`src/rtl/alu_pkg.sv`:
```
// Shared ALU/condition definitions: condition codes, flag bit positions, ALU controls.
package alu_pkg;

    localparam int unsigned COND_W  = 4;
    localparam int unsigned FLAGS_W = 4;

    // Bit positions inside the {N,Z,C,V} flag vector
    localparam int unsigned FLAG_N = 3;
    localparam int unsigned FLAG_Z = 2;
    localparam int unsigned FLAG_C = 1;
    localparam int unsigned FLAG_V = 0;

    // ARM condition field encoding
    typedef enum logic [COND_W-1:0] {
        COND_EQ = 4'b0000,
        COND_NE = 4'b0001,
        COND_CS = 4'b0010,
        COND_CC = 4'b0011,
        COND_MI = 4'b0100,
        COND_PL = 4'b0101,
        COND_VS = 4'b0110,
        COND_VC = 4'b0111,
        COND_HI = 4'b1000,
        COND_LS = 4'b1001,
        COND_GE = 4'b1010,
        COND_LT = 4'b1011,
        COND_GT = 4'b1100,
        COND_LE = 4'b1101,
        COND_AL = 4'b1110,
        COND_NV = 4'b1111
    } cond_e;

    // ALU operation select, shared with the ALU
    typedef enum logic [2:0] {
        ALU_ADD = 3'd0,
        ALU_SUB = 3'd1,
        ALU_AND = 3'd2,
        ALU_ORR = 3'd3,
        ALU_EOR = 3'd4,
        ALU_MOV = 3'd5
    } alu_ctrl_e;

endpackage

```
`src/rtl/cond_check.sv`:
```
// Combinational condition evaluator: (cond, flags) -> condition passed.
module cond_check
    import alu_pkg::*;
(
    input  logic [COND_W-1:0]  cond,
    input  logic [FLAGS_W-1:0] flags,
    output logic               ce
);

    logic n, z, c, v;

    assign n = flags[FLAG_N];
    assign z = flags[FLAG_Z];
    assign c = flags[FLAG_C];
    assign v = flags[FLAG_V];

    // Decode condition field against NZCV; reserved code never passes
    always_comb begin
        ce = 1'b0;
        case (cond_e'(cond))
            COND_EQ: ce = z;
            COND_NE: ce = !z;
            COND_CS: ce = c;
            COND_CC: ce = !c;
            COND_MI: ce = n;
            COND_PL: ce = !n;
            COND_VS: ce = v;
            COND_VC: ce = !v;
            COND_HI: ce = c && !z;
            COND_LS: ce = !c || z;
            COND_GE: ce = (n == v);
            COND_LT: ce = (n != v);
            COND_GT: ce = !z && (n == v);
            COND_LE: ce = z || (n != v);
            COND_AL: ce = 1'b1;
            default: ce = 1'b0;
        endcase
    end

endmodule

```
`src/rtl/cond_flag_unit.sv`:
```
// Status register, condition gating of write enables, registered output stage
// and saturating executed/skipped statistics.
module cond_flag_unit
    import alu_pkg::*;
#(
    parameter int unsigned CNT_W = 16
) (
    input  logic               clk,
    input  logic               reset_n,
    input  logic               in_valid,
    output logic               in_ready,
    input  logic [COND_W-1:0]  cond,
    input  logic [FLAGS_W-1:0] alu_flags,
    input  logic [1:0]         flag_w,
    input  logic               pcs,
    input  logic               reg_w,
    input  logic               mem_w,
    input  logic               no_write,
    output logic               out_valid,
    input  logic               out_ready,
    output logic               pc_src,
    output logic               reg_write,
    output logic               mem_write,
    output logic               cond_ex,
    output logic [FLAGS_W-1:0] flags,
    output logic [CNT_W-1:0]   exec_count,
    output logic [CNT_W-1:0]   skip_count
);

    localparam logic [CNT_W-1:0] CNT_MAX = {CNT_W{1'b1}};

    logic               ce_c;
    logic               accept_c;
    logic               out_valid_nxt;
    logic               pc_src_nxt;
    logic               reg_write_nxt;
    logic               mem_write_nxt;
    logic               cond_ex_nxt;
    logic [FLAGS_W-1:0] flags_nxt;
    logic [CNT_W-1:0]   exec_nxt;
    logic [CNT_W-1:0]   skip_nxt;

    // Condition is checked against the flags as they stand before this instruction
    cond_check u_cond_check (
        .cond  (cond),
        .flags (flags),
        .ce    (ce_c)
    );

    // Output stage can take a new result when empty or being drained
    assign in_ready = !out_valid || out_ready;
    assign accept_c = in_valid && in_ready;

    // Next-state: load on accept, drain on out_ready, otherwise hold
    always_comb begin
        out_valid_nxt = out_valid;
        pc_src_nxt    = pc_src;
        reg_write_nxt = reg_write;
        mem_write_nxt = mem_write;
        cond_ex_nxt   = cond_ex;
        flags_nxt     = flags;
        exec_nxt      = exec_count;
        skip_nxt      = skip_count;

        if (accept_c) begin
            out_valid_nxt = 1'b1;
            pc_src_nxt    = pcs && ce_c;
            reg_write_nxt = reg_w && ce_c && !no_write;
            mem_write_nxt = mem_w && ce_c;
            cond_ex_nxt   = ce_c;
            if (flag_w[1] && ce_c) begin
                flags_nxt[FLAG_N] = alu_flags[FLAG_N];
                flags_nxt[FLAG_Z] = alu_flags[FLAG_Z];
            end
            if (flag_w[0] && ce_c) begin
                flags_nxt[FLAG_C] = alu_flags[FLAG_C];
                flags_nxt[FLAG_V] = alu_flags[FLAG_V];
            end
            if (ce_c) begin
                if (exec_count != CNT_MAX) begin
                    exec_nxt = exec_count + CNT_W'(1);
                end
            end else begin
                if (skip_count != CNT_MAX) begin
                    skip_nxt = skip_count + CNT_W'(1);
                end
            end
        end else if (out_ready) begin
            out_valid_nxt = 1'b0;
        end
    end

    // State register; reset drops any held result
    always_ff @(posedge clk or negedge reset_n) begin
        if (!reset_n) begin
            out_valid  <= 1'b0;
            pc_src     <= 1'b0;
            reg_write  <= 1'b0;
            mem_write  <= 1'b0;
            cond_ex    <= 1'b0;
            flags      <= '0;
            exec_count <= '0;
            skip_count <= '0;
        end else begin
            out_valid  <= out_valid_nxt;
            pc_src     <= pc_src_nxt;
            reg_write  <= reg_write_nxt;
            mem_write  <= mem_write_nxt;
            cond_ex    <= cond_ex_nxt;
            flags      <= flags_nxt;
            exec_count <= exec_nxt;
            skip_count <= skip_nxt;
        end
    end

endmodule

```
`config.mk`:
```
export PLATFORM = sky130hd
export DESIGN_NAME = cond_flag_unit
export DESIGN_NICKNAME = d
export VERILOG_FILES = /design/src/rtl/alu_pkg.sv /design/src/rtl/cond_check.sv /design/src/rtl/cond_flag_unit.sv
export SDC_FILE = /design/constraint.sdc
export NUM_CORES = 1
export LEC_CHECK = 0
export ABC_AREA = 1
export CORE_MARGIN = 1
export CORE_UTILIZATION = 50
export CTS_BUF_LIST = sky130_fd_sc_hd__clkbuf_16
export CTS_CLUSTER_DIAMETER = 60
export DETAILED_ROUTE_END_ITERATION = 10
export PLACE_DENSITY = 0.79
export SYNTH_ARGS = -nofsm -noshare
export SYNTH_HDL_FRONTEND = slang
export SYNTH_SLANG_ARGS = --single-unit
```
`constraint.sdc`:
```
create_clock -name clk -period 3.45 [get_ports clk]
set_input_delay 1.035 -clock clk [delete_from_list [all_inputs] [get_ports clk]]
set_output_delay 1.035 -clock clk [all_outputs]
set_load 0.02 [all_outputs]
```
==> impl_metrics.yaml <==
die:
  num_rows: 26
  start_util: 0.525
  ios: 60
  dieArea_sq_um: 5700
  dieWidth_um: 75.5
  dieHeight_um: 75.5
  fp.coreArea_sq_um: 5140
global_route:
  antenna_found_initial: 0
  grt_max_degree: 42
  grt_pass1_wl_mm: 10.2
  overflow: 0
  track_usage: 0.233
  grt_pass1_vias: 2259
timing:
  tightest_slew_ns: 0.916
  rsz0062_at_grt: "false"
  setup_violations: 0
  layout_min_cycle_time_ns: 3.26
  tns_ns: 0
  max_clock_freq_mhz: 307
  finalHoldViolCount: 0
  drv_slew: 0
  skew_ns: 0.00401
  slew-limit-headroom: 0.389
  fin_crit_sh: 0.944
logic_synthesis:
  ys_ff_latch: 41
  synth_edf_count: 0
  syn_area_sq_um: 2700
  ys_seq_area_frac: 0.380
  syn_inst: 369
  yosysTopAreaCellShare: 0.380
  synthFlopType: "dfrtp_1"
  synthTopCellsByArea: "dfrtp_1 (38%), nand2_1 (19%), nand4_1 (7.9%), nand3_1 (5.6%), nor2_1 (4.6%)"
  synth_top_cell_by_area: "dfrtp_1"
  ys_warn_count: 0
  synth.distinct_cells: 28
  synth_common_cells: "nand2_1 (137), dfrtp_1 (41), nand4_1 (34), nor2_1 (33), nand3_1 (30)"
  synth.most_common_cell: "nand2_1"
  syn-num-nets: 389
  synth_area_per_cell_sq_um: 7.32
  async_flop_share: 1.00
drt:
  firstDrtPassIters: 4
  drc: 0
  num_vias: 2583
  drtAntennaViolNets: 0
  routed_wirelength_mm: 6.33
  viasPerCell: 5.21
  wl_per_cell_um: 12.8
  first_iter_violations: 165
worst_setup_path:
  worstSetupStartpointType: "input port"
  slowest_delay_ns: 0.61
  cp_top_family: "buffers and inverters"
  r2r_slack_ns: 1.26
  cpMostUsedCell: "clkdlybuf4s50_1"
  critPathRequiredTime_ns: 2.41
  critPathSlowestCell: "clkdlybuf4s50_1"
  crit_type: "input port to primary output"
  crit_fanout: 3
  cp-end-kind: "primary output"
  cp.arrival_ns: 2.22
  path_buf_inv: 3
  path_cells: "clkdlybuf4s50_1, inv_1, nand2_1, clkdlybuf4s50_1"
pwr:
  p_clk_frac: 0.258
  p_seq_frac: 0.348
  pwr-share-comb: 0.394
  power.leakage_nw: 1.71
  ir_drop_v: 0.000348
  power.density_nw_per_um2: 580
  p_sw_w: 0.000775
  switching_share: 0.386
  internal_power_w: 0.00123
finish:
  n_fill_cell: 468
  area_growth_syn_to_layout_pct: 28.1
  finalInstanceArea_sq_um: 3460
  nets: 445
  drive_above_1_share: 0.0704
  insertedDiodeCount: 0
placement:
  placed_cell_area_sq_um: 3300
  dp_hpwl_mm: 4.43
  port_buffers: 59
  gp_congestion: 0.892
cts:
  clkSlewWorstSetupHoldPaths_ns: 0.06
  cts_buffer_depth: 2
  post_cts_buffers: 0
  cts.sinks: 41
  clk_latency_ns: 0.28
  cts-root-buf: "clkbuf_16"
  cts.htree.levels: 2
  cts_resized: 0
  cts_hold_buf: 0
  numCtsBuffers: 5
  cts_tree: "done"
run:
  cap_violations: 0
status:
  run_status: "completed"
min_path:
  hold_path.class: "flip-flop to flip-flop"
## per-stage QoR
stage / instances / hold slack (ns) / power [W] / utilization / setup WS [ns]
detailed placement: 488 / 0.471 / 0.00150 / 0.641 / 0.185
CTS: 496 / 0.486 / 0.00202 / 0.673 / 0.191
global placement: 488 / 0.470 / 0.00148 / 0.641 / 0.191
global route: 496 / 0.520 / 0.00214 / 0.673 / 0.138
finish: 496 / 0.488 / 0.00201 / 0.673 / 0.194
floorplan: 369 / 0.591 / 0.00123 / - / 1.18
## worst min-delay path: cells and delay by family, from the launching register on
family	cells	cell delay, ns
and+or+nand+nor	2	0.12
DFF	1	0.34
## cell type report
cell class	instances	area, sq um	area share
Sequential cell	41	1030	0.297
Timing Repair Buffer	62	608	0.176
Clock buffer	5	125	0.0362
Inverter	28	105	0.0304
Tap cell	70	87.6	0.0253
Multi-Input combinational cell	287	1470	0.425
Clock inverter	3	37.5	0.0109
## kinds of logic after synthesis
logic type | Yosys count | share of synthesized area
compound gates | 5 | 0.0130
xor+xnor | 24 | 0.0778
buf+inv | 41 | 0.0760
fa+ha+maj | 2 | 0.00927
simple gates | 256 | 0.444
flops | 41 | 0.380
## per-layer routing
metal,vias to the layer above,global-route usage,part of all wire
li1,1314,-,-
met1,1196,0.317,0.46
met2,69,0.382,0.48
met3,4,0.0410,0.048
met4,0,0.0700,0.0076
met5,-,0,0
## path summary, 6_finish.rpt
check,from,endpoint,cells past startpoint
max,out_ready,in_ready,4
min,mem_write,mem_write,2
max reg2reg,exec_count[0],exec_count[1],7
min reg2reg,mem_write,mem_write,2
max in group asynchronous,reset_n,skip_count[9],1
min in group asynchronous,reset_n,exec_count[8],1
## sequential cells by signal, indices dropped and copies added, names as in the netlist
name        count
skip_count     16
mem_write       1
out_valid       1
cond_ex         1
pc_src          1
flags           4
reg_write       1
exec_count     16
## power groups by stage
stage | clock network [W] | logic, W | registers (W)
2_1_floorplan | 0 | 0.000445 | 0.000789
3_3_place_gp | 0 | 0.000774 | 0.000701
3_5_place_dp | 0 | 0.000795 | 0.000702
4_1_cts | 0.000528 | 0.000796 | 0.000697
5_1_grt | 0.000549 | 0.000873 | 0.000715
6_report | 0.000518 | 0.000790 | 0.000698
## cells in the final DEF (no fill, tap or decap)
cell type	netlist	final
inv_2	2	2
a21oi_1	1	1
xnor2_1	10	10
clkinv_1	0	1
nand4_2	7	7
nand2_2	3	3
buf_2	5	1
clkdlybuf4s50_1	0	58
bufinv_16	0	1
nand4_1	34	34
buf_4	1	3
a21oi_2	1	1
nand3b_1	1	1
a21boi_0	1	1
nor3_1	5	5
nor2_4	2	2
nand3_1	30	30
inv_1	26	27
dfrtp_1	41	41
ha_1	2	2
nor2_2	1	1
xor2_1	14	14
o21ai_0	1	1
clkbuf_16	0	5
o21ai_2	1	1
nand2_1	137	137
nor2_1	33	33
nand3_2	3	3
(Power assumes the default switching activity.)
